### config.mk
export PLATFORM = sky130hd
export DESIGN_NAME = audio_pwm_out_flat
export DESIGN_NICKNAME = d
export VERILOG_FILES = /design/src/rtl/audio_pkg.sv /design/src/rtl/audio_pwm_out_if.sv /design/src/rtl/audio_pwm_out_sample_fifo.sv /design/src/rtl/audio_pwm_out.sv /design/src/flat_wrapper.sv
export SDC_FILE = /design/constraint.sdc
export NUM_CORES = 1
export LEC_CHECK = 0
export CAP_MARGIN = 20
export CORE_ASPECT_RATIO = 1.75
export CORE_MARGIN = 2
export CORE_UTILIZATION = 54
export CTS_BUF_LIST = sky130_fd_sc_hd__clkbuf_4
export CTS_CLUSTER_SIZE = 12
export DETAILED_ROUTE_END_ITERATION = 8
export PLACE_DENSITY = 0.8
export SYNTH_ARGS = -nofsm -noshare
export SYNTH_HDL_FRONTEND = slang
export SYNTH_SLANG_ARGS = --single-unit
### constraint.sdc
create_clock -name clk -period 3.2 [get_ports clk]
set_input_delay 0.48 -clock clk [delete_from_list [all_inputs] [get_ports clk]]
set_output_delay 0.48 -clock clk [all_outputs]
set_load 0.03 [all_outputs]
### src/rtl/audio_pkg.sv
// Shared types and helpers for the PWM audio output stage.
package audio_pkg;

    localparam int SAMPLE_W = 16;

    typedef enum logic [1:0] {
        IDLE  = 2'd0,
        PRIME = 2'd1,
        RUN   = 2'd2
    } pwm_state_t;

    // Left shift by 0..7; anything spilling past bit 15 saturates to full scale.
    function automatic logic [SAMPLE_W-1:0] sat_shl16(input logic [SAMPLE_W-1:0] s,
                                                      input logic [2:0]          sh);
        logic [SAMPLE_W+6:0] g;
        g = {7'd0, s} << sh;
        return (|g[SAMPLE_W+6:SAMPLE_W]) ? '1 : g[SAMPLE_W-1:0];
    endfunction

endpackage

### src/rtl/audio_pwm_out_if.sv
// Mixer-side bus of the PWM audio output stage: control/sample inputs, pin and status outputs.
interface audio_pwm_out_if #(
    parameter int FIFO_DEPTH = 4
);
    import audio_pkg::*;

    localparam int LEVEL_W = $clog2(FIFO_DEPTH) + 1;

    logic                enable;
    logic [SAMPLE_W-1:0] sample_in;
    logic                sample_valid;
    logic [2:0]          gain_shift;
    logic                clear_flags;
    logic                pwm_out;
    logic                aud_sd;
    logic [LEVEL_W-1:0]  fifo_level;
    logic                overflow;
    logic                underrun;

    modport master (
        output enable, sample_in, sample_valid, gain_shift, clear_flags,
        input  pwm_out, aud_sd, fifo_level, overflow, underrun
    );

    modport slave (
        input  enable, sample_in, sample_valid, gain_shift, clear_flags,
        output pwm_out, aud_sd, fifo_level, overflow, underrun
    );

endinterface

### src/rtl/audio_pwm_out_sample_fifo.sv
// Small synchronous sample FIFO with flush; push while full succeeds only alongside a pop.
module sample_fifo #(
    parameter int DEPTH = 4,
    parameter int WIDTH = 16
) (
    input  logic                     clk,
    input  logic                     rst,
    input  logic                     flush,
    input  logic                     push,
    input  logic                     pop,
    input  logic [WIDTH-1:0]         din,
    output logic [WIDTH-1:0]         dout,
    output logic [$clog2(DEPTH):0]   level,
    output logic                     full,
    output logic                     empty
);
    localparam int AW = $clog2(DEPTH);

    logic [WIDTH-1:0] mem_q [DEPTH];
    logic [AW-1:0]    wr_q, wr_d, rd_q, rd_d;
    logic [AW:0]      level_q, level_d;
    logic             do_push, do_pop;

    assign full    = (level_q == (AW+1)'(DEPTH));
    assign empty   = (level_q == '0);
    assign do_pop  = pop && !empty;
    assign do_push = push && (!full || pop);

    always_comb begin
        wr_d    = wr_q;
        rd_d    = rd_q;
        level_d = level_q;
        if (flush) begin
            wr_d    = '0;
            rd_d    = '0;
            level_d = '0;
        end else begin
            if (do_push) wr_d = wr_q + 1'b1;
            if (do_pop)  rd_d = rd_q + 1'b1;
            case ({do_push, do_pop})
                2'b10:   level_d = level_q + 1'b1;
                2'b01:   level_d = level_q - 1'b1;
                default: level_d = level_q;
            endcase
        end
    end

    always_ff @(posedge clk) begin
        if (rst) begin
            wr_q    <= '0;
            rd_q    <= '0;
            level_q <= '0;
        end else begin
            wr_q    <= wr_d;
            rd_q    <= rd_d;
            level_q <= level_d;
        end
    end

    // NOTE: storage is deliberately not reset; the pointers and level decide which entries are valid.
    always_ff @(posedge clk) begin
        if (do_push && !flush) mem_q[wr_q] <= din;
    end

    assign dout  = mem_q[rd_q];
    assign level = level_q;

endmodule

### src/rtl/audio_pwm_out.sv
// PWM audio output stage: sample FIFO, IDLE/PRIME/RUN sequencer, saturating gain, frame comparator.
module audio_pwm_out
    import audio_pkg::*;
#(
    parameter int PWM_BITS   = 10,
    parameter int FIFO_DEPTH = 4
) (
    input  logic            clk,
    input  logic            rst,
    audio_pwm_out_if.slave  bus
);
    localparam int                  LEVEL_W = $clog2(FIFO_DEPTH) + 1;
    localparam logic [PWM_BITS-1:0] CNT_MAX = '1;

    pwm_state_t          state_q, state_d;
    logic [PWM_BITS-1:0] cnt_q, cnt_d;
    logic [PWM_BITS-1:0] duty_q, duty_d;
    logic                pwm_q, pwm_d;
    logic                overflow_q, overflow_d;
    logic                underrun_q, underrun_d;

    logic                flush, push, pop, running;
    logic                full, empty;
    logic [SAMPLE_W-1:0] fifo_dout;
    logic [LEVEL_W-1:0]  level;
    logic [PWM_BITS-1:0] duty_new;

    assign flush    = (state_q == IDLE) || !bus.enable;
    assign push     = bus.sample_valid && !flush;
    assign running  = (state_q == RUN) && bus.enable;
    assign pop      = running && (cnt_q == CNT_MAX);
    assign duty_new = PWM_BITS'(sat_shl16(fifo_dout, bus.gain_shift) >> (SAMPLE_W - PWM_BITS));

    sample_fifo #(
        .DEPTH (FIFO_DEPTH),
        .WIDTH (SAMPLE_W)
    ) u_fifo (
        .clk   (clk),
        .rst   (rst),
        .flush (flush),
        .push  (push),
        .pop   (pop),
        .din   (bus.sample_in),
        .dout  (fifo_dout),
        .level (level),
        .full  (full),
        .empty (empty)
    );

    // NOTE: every _d gets a default before any branch so no path can infer a latch.
    always_comb begin
        state_d = state_q;
        cnt_d   = '0;
        duty_d  = duty_q;
        pwm_d   = 1'b0;
        if (!bus.enable) begin
            state_d = IDLE;
            duty_d  = '0;
        end else begin
            case (state_q)
                IDLE:    state_d = PRIME;
                PRIME:   if (level >= LEVEL_W'(2)) state_d = RUN;
                RUN: begin
                    cnt_d = cnt_q + 1'b1;
                    pwm_d = (cnt_q < duty_q);
                    if (pop && !empty) duty_d = duty_new;
                end
                default: state_d = IDLE;
            endcase
        end

        // A new set event wins over clear_flags in the same cycle.
        overflow_d = bus.clear_flags ? 1'b0 : overflow_q;
        underrun_d = bus.clear_flags ? 1'b0 : underrun_q;
        if (push && full && !pop) overflow_d = 1'b1;
        if (pop && empty)         underrun_d = 1'b1;
    end

    // NOTE: sequential state uses non-blocking assignments so all flops sample the same pre-edge values.
    always_ff @(posedge clk) begin
        if (rst) begin
            state_q    <= IDLE;
            cnt_q      <= '0;
            duty_q     <= '0;
            pwm_q      <= 1'b0;
            overflow_q <= 1'b0;
            underrun_q <= 1'b0;
        end else begin
            state_q    <= state_d;
            cnt_q      <= cnt_d;
            duty_q     <= duty_d;
            pwm_q      <= pwm_d;
            overflow_q <= overflow_d;
            underrun_q <= underrun_d;
        end
    end

    assign bus.pwm_out    = pwm_q;
    assign bus.aud_sd     = (state_q != IDLE);
    assign bus.fifo_level = level;
    assign bus.overflow   = overflow_q;
    assign bus.underrun   = underrun_q;

endmodule

### src/flat_wrapper.sv
// flat-port wrapper written by rule: the top's interface ports become plain ports
module audio_pwm_out_flat import audio_pkg::*;
#(
    parameter int PWM_BITS   = 10,
    parameter int FIFO_DEPTH = 4
)
  (clk, rst, bus_enable, bus_sample_in, bus_sample_valid, bus_gain_shift, bus_clear_flags, bus_pwm_out, bus_aud_sd, bus_fifo_level, bus_overflow, bus_underrun);
  audio_pwm_out_if #(.FIFO_DEPTH(FIFO_DEPTH)) bus_i ();
  input  logic clk;
  input  logic rst;
  input wire logic [$bits(bus_i.enable)-1:0] bus_enable;
  input wire logic [$bits(bus_i.sample_in)-1:0] bus_sample_in;
  input wire logic [$bits(bus_i.sample_valid)-1:0] bus_sample_valid;
  input wire logic [$bits(bus_i.gain_shift)-1:0] bus_gain_shift;
  input wire logic [$bits(bus_i.clear_flags)-1:0] bus_clear_flags;
  output wire logic [$bits(bus_i.pwm_out)-1:0] bus_pwm_out;
  output wire logic [$bits(bus_i.aud_sd)-1:0] bus_aud_sd;
  output wire logic [$bits(bus_i.fifo_level)-1:0] bus_fifo_level;
  output wire logic [$bits(bus_i.overflow)-1:0] bus_overflow;
  output wire logic [$bits(bus_i.underrun)-1:0] bus_underrun;
  assign bus_i.enable = bus_enable;
  assign bus_i.sample_in = bus_sample_in;
  assign bus_i.sample_valid = bus_sample_valid;
  assign bus_i.gain_shift = bus_gain_shift;
  assign bus_i.clear_flags = bus_clear_flags;
  assign bus_pwm_out = bus_i.pwm_out;
  assign bus_aud_sd = bus_i.aud_sd;
  assign bus_fifo_level = bus_i.fifo_level;
  assign bus_overflow = bus_i.overflow;
  assign bus_underrun = bus_i.underrun;
  audio_pwm_out #(.PWM_BITS(PWM_BITS), .FIFO_DEPTH(FIFO_DEPTH)) u_core (.clk(clk), .rst(rst), .bus(bus_i));
endmodule
==> summary.md, run 1 <==
| Metric | Value |
|---|---|
| Register area share after synthesis | `approximately 57%` |
| Syn Nets | `388` |
| Post-CTS Hold Buffers | `0` |
| Hold Path Class | `reg2reg` |
| Period utilisation layout | `roughly nine tenths` |
| Fmax | `approximately 350 MHz` |
| Core Box Area | `~0.0083 mm²` |
| Required @ worst endpoint | `approximately 3600 ps` |
| Synthesized area | `0.00454 mm²` |
| Max-cap violations | `0` |
| Root buf cell | `clkbuf_4` |
| Largest net degree at the start of global routing | `20` |
| Synth Area in Adders | `4.58%` |
| Slew margin rel. | `between 60% and 70%` |
| Grt ovf | `0` |
| Wire per inst | `16.9 µm` |
| Gpl congestion | `roughly 0.87` |
| Setup slack on the worst flop-to-flop path | `between 300 and 400 ps` |
| Post-cts sizing count | `0` |
| DRC Markers | `0` |
| Synth unique cells | `52` |
| Initial DRC Count | `approximately 170` |
| Worst setup path class | `reg2reg` |
| Fillers | `~630` |
| Clk sink count | `just under 100` |
| Die X | `approximately 73 µm` |
| Worst reg2reg endpoint | `u_core.u_fifo.level[2]` |
| Post-synth ARST share | `0%` |
| Simple-Gate Fraction of Synth Area | `9.87%` |
| Nets | `429` |
| Layout Skew | `between 15 and 20 ps` |
| Crit-path max FO | `6` |
| Multi-input logic area | `~0.0018 mm²` |
| Vias per std cell | `5.98` |
| Least-Margin Pin Slew | `~470 ps` |
| Worst-path clk slew | `about 150 ps` |
| Slew Limit Fails | `0` |
| I/O pins | `31` |
| FF-to-FF path depth | `10` |
| Worst r2r src | `u_core.cnt_q[0]` |
| Flop and latch count out of synthesis | `98` |
| Port Buffers | `30` |
| Hold Violations, Final | `0` |
| Layout cells sized above 1 | `14.0%` |
| Final Setup Violations | `0` |
| Fin Setup TNS | `0 ps` |
| Final min period | `2830 ps` |
| Hold Path Depth | `1` |
| Leak Pwr | `1.66 nW` |
| Synth warnings | `0` |
| Global-route wire length before repair | `between 10 and 15 mm` |
| CTS Buf Count | `9` |
| Synth Area in XOR/XNOR | `2.12%` |
| Num rows | `44` |
| Utilization after layout | `between 60 and 70%` |
| Post-synth EDFFs | `64` |
| Chip height | `about 130 µm` |
| RSZ-0062 raised after global routing | `false` |
| Vias in the first global route | `2887` |
| H-tree lvl count | `3` |
| Main combinational cell family by area after synthesis | `multiplexers` |
| Worst vdd ir | `0.351 mV` |
| CTS tree | `yes` |
| Status | `finished clean` |
| Mux cell area share after synthesis | `13.1%` |
| Area growth from synthesis to layout | `12.4%` |
| Clock latency on the worst-skew pair | `between 400 and 500 ps` |
| CP arrival | `between 3000 and 4000 ps` |
| Total track usage | `a little under 20%` |
| ANT nets after route | `0` |
| Reg area | `0.00260 mm²` |
| Pwr per Cell Area | `around 400 mW/mm²` |
| N_diodes | `0` |
| 1st-pass router iterations | `5` |
| Initial antenna violation count | `0` |
| Syn avg cell area | `13.0 µm²` |
| Routed WL | `slightly above 8 mm` |
| Startpoint Class | `register` |
| Synth Area in Compound Gates | `10.3%` |
| Initial core utilization | `55.0%` |
| Top FF cell, synth | `edfxtp_1` |
| Buffer count from post-CTS setup fixing | `0` |
| Hold_sp | `u_core.cnt_q[0]` |
| WHS Endpoint | `u_core.cnt_q[0]` |
| DR vias | `roughly 2900` |
| Clock Tree Buf Depth | `2` |
| Post-Synthesis Cells | `348` |
| Post-DP HPWL | `approximately 5.9 mm` |
| Die area | `about 0.009 mm²` |
| Crit end category | `register` |
kinds of logic (layout without fill, tap and decap cells):
| family | Yosys count | after routing |
|---|---|---|
| multiplexers | 42 | 42 |
| adder cells (fa/ha/maj) | 16 | 16 |
| flip-flops | 98 | 98 |
| XOR/XNOR | 11 | 11 |
| AND/OR/NAND/NOR | 89 | 89 |
| AO/OA/AOI/OAI | 62 | 62 |
| buffers and inverters | 30 | 76 |
Yosys cell counts, types with 2 or more instances:
cell type  count  area [µm²]
a211o_1        2        17.5
a21o_1         2        15.0
a21oi_1       10        50.1
a22oi_1        3        22.5
a31oi_1        2        12.5
and2_1         4        25.0
and3_1         2        12.5
buf_1          2        7.51
buf_2          5        25.0
clkbuf_1       3        11.3
dfxtp_1       34         681
edfxtp_1      64        1920
ha_1          15         188
inv_1         19        71.3
mux2_2        12         135
mux2i_1       18         180
mux4_1         2        52.6
mux4_2        10         225
nand2_1       19        71.3
nand2b_1       5        31.3
nand3_1        7        35.0
nand4_1        3        18.8
nor2_1        31         116
nor2b_1        5        31.3
o211ai_1       3        22.5
o21ai_0       11        55.1
o221a_1       10         113
o221ai_1       2        17.5
o22ai_1        7        43.8
or2_2          3        18.8
or3_1          3        18.8
xnor2_1        4        35.0
xor2_1         7        61.3
sequential cells by signal, indices dropped and copies added (netlist names), named ones only:
register             flops
u_core.bus.overflow      1
u_core.bus.pwm_out       1
u_core.bus.underrun      1
u_core.cnt_q            10
u_core.duty_q           10
u_core.state_q           2
u_core.u_fifo.level      3
u_core.u_fifo.mem_q     64
u_core.u_fifo.rd_q       2
u_core.u_fifo.wr_q       2
worst max-delay path, stage by stage (launching register included):
cell	delay, ps
dfxtp_1	400
ha_1	200
nand3_1	190
or4_1	630
nor2_4	130
ha_1	190
inv_1	60
fa_1	370
xor2_1	160
or3_1	310
a21oi_1	140
worst max-delay path by stage:
stage | cells after the start | to | start
floorplan | 11 | u_core.u_fifo.level[2] | u_core.cnt_q[0]
global placement | 10 | u_core.u_fifo.level[2] | bus_enable
detailed placement | 11 | u_core.u_fifo.level[2] | bus_enable
global route | 11 | u_core.u_fifo.level[2] | u_core.cnt_q[0]
finish | 10 | u_core.u_fifo.level[2] | u_core.cnt_q[0]
CTS | 11 | u_core.u_fifo.level[2] | u_core.cnt_q[0]
per-stage QoR:
| stage | hold WS [ps] | cell area, µm² | total power, mW | std cells | worst slack [ps] |
|---|---|---|---|---|---|
| finish | 480 | 5100 | 2.05 | 486 | 373 |
| global route | 524 | 5100 | 2.13 | 486 | 90.2 |
| CTS | 483 | 5100 | 2.07 | 486 | 362 |
| detailed placement | 449 | 4990 | 1.50 | 470 | 212 |
| global placement | 445 | 4990 | 1.50 | 470 | 241 |
| floorplan | 425 | 4540 | 1.44 | 348 | 343 |
cell type report:
cell class	instances	area share, %
clock inverter	7	0.981
tap	92	2.26
multi-input combinational	220	35.5
sequential	98	51.0
inverter	19	1.40
clock buffer	9	1.32
timing repair buffer	41	7.50
cells in the final DEF (no fill, tap or decap), types with 4 or more instances in the layout:
cell type        instances
nor2_1                  31
buf_4                   11
mux4_2                  10
nor2b_1                  5
o221a_1                 10
nand2b_1                 5
dfxtp_1                 34
and2_1                   4
a21oi_1                 10
xnor2_1                  4
nand2_1                 19
mux2_2                  12
o21ai_0                 11
mux2i_1                 18
nand3_1                  7
edfxtp_1                64
ha_1                    15
inv_1                   19
clkbuf_4                 9
o22ai_1                  7
xor2_1                   7
clkdlybuf4s50_1         30
per-layer routing:
layer	global-route usage, %	share of wire [%]	up-vias
met2	32.4	52	82
met4	11.7	4.0	0
met1	22.9	40	1391
met5	0	0	-
met3	3.55	3.5	29
li1	-	-	1402
report_power, final:
group	switching, mW	internal, mW
logic	0.0631	0.0592
clock network	0.411	0.164
registers	0.00172	1.35
total	0.476	1.57
Note: power is estimated with default switching activity, not from simulation.
==> inputs of run 2 (changes only) <==
- CTS_BUF_LIST: sky130_fd_sc_hd__clkbuf_4 -> sky130_fd_sc_hd__clkbuf_8 sky130_fd_sc_hd__clkbuf_16
==> summary.md, run 2 (same netlist as run 1, synthesis figures left out) <==
| Metric | Value |
|---|---|
| Status | `finished clean` |
| RSZ-0062 raised after global routing | `false` |
| Nets | `429 (unchanged)` |
| CTS Buf Count | `9 (unchanged)` |
| Clk sink count | `98 (unchanged)` |
| Met2 usage | `33.2% (+0.79 points)` |
| Largest net degree at the start of global routing | `20 (unchanged)` |
| I/O pins | `31 (unchanged)` |
| Vias in the first global route | `2911 (+0.83%)` |
| Initial antenna violation count | `0 (unchanged)` |
| Commonest non-fill, non-tap cell in the layout | `edfxtp_1` |
| Buffer count from post-CTS setup fixing | `0 (unchanged)` |
| CP arrival | `3100 ps (-130 ps)` |
| Layout Skew | `7.42 ps (-10.4 ps)` |
| Crit-path max FO | `6 (unchanged)` |
| Required @ worst endpoint | `3480 ps (-120 ps)` |
| Clock Tree Buf Depth | `2 (unchanged)` |
| Met1 usage | `22.5% (-0.36 points)` |
| Port Buffers | `30 (unchanged)` |
| Source of the critical timing path | `u_core.cnt_q[0]` |
| Initial DRC Count | `169 (+1.8%)` |
| Least-Margin Pin Slew | `464 ps (-5.86 ps)` |
| Most flops, register | `u_core.u_fifo.mem_q` |
| Initial core utilization | `55.0% (unchanged)` |
| Gr busiest metal | `met2` |
| Max-cap violations | `0 (unchanged)` |
| Hold_sp | `u_core.cnt_q[0]` |
| Max reg flops | `64 (unchanged)` |
| Root buf cell | `clkbuf_16` |
| Regs by FF count | `u_core.u_fifo.mem_q: 64 flops, u_core.cnt_q: 10 flops, u_core.duty_q: 10 flops` |
| Core Box Area | `0.00826 mm² (unchanged)` |
| Startpoint Class | `register` |
| DR vias | `2891 (-0.45%)` |
| Post-cts sizing count | `0 (unchanged)` |
| Total track usage | `19.6% (+0.073 points)` |
| Slew margin rel. | `69.0% (+0.39 points)` |
| Chip height | `125 µm (unchanged)` |
| Pre-CTS setup slack | `212 ps (unchanged)` |
| Worst r2r src | `u_core.cnt_q[0]` |
| Num rows | `44 (unchanged)` |
| Worst-path clk slew | `70 ps (-80 ps)` |
| Layout cells sized above 1 | `14.0% (unchanged)` |
| Grt ovf | `0 (unchanged)` |
| N_diodes | `0 (unchanged)` |
| Post-CTS Hold Buffers | `0 (unchanged)` |
| Hold Path Class | `reg2reg` |
| Hold Violations, Final | `0 (unchanged)` |
| H-tree lvl count | `3 (unchanged)` |
| Met3 Resource Use GR | `4.03% (+0.48 points)` |
| Fillers | `606 (-4.0%)` |
| Pwr per Cell Area | `467 mW/mm² (+16%)` |
| Clock latency on the worst-skew pair | `340 ps (-120 ps)` |
| Global-route wire length before repair | `13.8 mm (+0.20%)` |
| Gpl congestion | `0.872 (unchanged)` |
| ANT nets after route | `0 (unchanged)` |
| Period utilisation layout | `88.2% (-0.11 points)` |
| Overall Power | `2.46 mW (+20%)` |
| Area growth from synthesis to layout | `15.9%` |
| Die area | `0.00918 mm² (unchanged)` |
| Fin worst setup slack | `376 ps (+3.60 ps)` |
| Crit end category | `register` |
| DRC Markers | `0 (unchanged)` |
| Slew Limit Fails | `0 (unchanged)` |
| Final Setup Violations | `0 (unchanged)` |
| Routed WL | `8.30 mm (+1.0%)` |
| CTS tree | `yes` |
| Hold slack | `463 ps (-17.9 ps)` |
| Vias per std cell | `5.95 (-0.45%)` |
| Fmax | `354 MHz (+0.13%)` |
| Leak Pwr | `1.73 nW (+4.2%)` |
| Worst setup path class | `reg2reg` |
| 1st-pass router iterations | `4 (-1)` |
| Fin Setup TNS | `0 ps (unchanged)` |
| Post-DP HPWL | `5.88 mm (unchanged)` |
| Wire per inst | `17.1 µm (+1.0%)` |
| Commonest non-fill, non-tap cells in the layout | `edfxtp_1 (64), dfxtp_1 (34), nor2_1 (31)` |
| Worst vdd ir | `0.450 mV (+28%)` |
| Final min period | `2820 ps (-3.60 ps)` |
| Utilization after layout | `63.7% (+1.9 points)` |
| Die X | `73.3 µm (unchanged)` |
-- run 2: cell counts in the layout (fill, tap and decap cells not counted) --
Identical to the previous run, type by type.
-- run 2: per-layer routing --
layer	vias up	routed length [µm]
met1	1396	3300
met2	72	4410
li1	1398	-
met5	-	0
met4	0	307
met3	25	292
-- run 2: metrics by stage --
step,std cells,cell area [µm²]
6_report,486,5260
5_1_grt,486,5260
4_1_cts,486,5260
3_5_place_dp,470,4990
3_3_place_gp,470,4990
2_1_floorplan,348,4540
-- run 2: worst paths after layout --
check / cells after the start / to / slack (ps)
worst min-delay path: 1 / u_core.cnt_q[0] / 460
worst min register to register: 1 / u_core.cnt_q[0] / 460
worst max register to register: 11 / u_core.u_fifo.level[2] / 380
worst max-delay path: 11 / u_core.u_fifo.level[2] / 380
-- run 2: final cells by class --
type / instances / area [µm²] / share of cell area, %
Clock buffer: 9 / 225 / 4.28
Clock inverter: 7 / 50.0 / 0.951
Inverter: 19 / 71.3 / 1.36
Multi-Input combinational cell: 220 / 1810 / 34.5
Sequential cell: 98 / 2600 / 49.5
Tap cell: 92 / 115 / 2.19
Timing Repair Buffer: 41 / 383 / 7.28
-- run 2: report_power, final --
group	internal [mW]	leakage [nW]	switching, mW	total [mW]
clock	0.530	0.130	0.455	0.985
combinational	0.0592	0.745	0.0637	0.123
sequential	1.35	0.851	0.00172	1.35
-- run 2: worst max-delay path, stage by stage, from the launching register on --
cell	delay (ps)
dfxtp_1	370
ha_1	200
nand3_1	190
or4_1	630
a31oi_1	290
inv_1	80
ha_1	230
inv_1	70
fa_1	170
xor2_1	70
or3_1	310
a21oi_1	140
==> inputs of run 3 (changes only) <==
- CTS_CLUSTER_DIAMETER: default -> 100
==> results of run 3 <==
Final layout, timing and power as in run 2 (identical DEF).
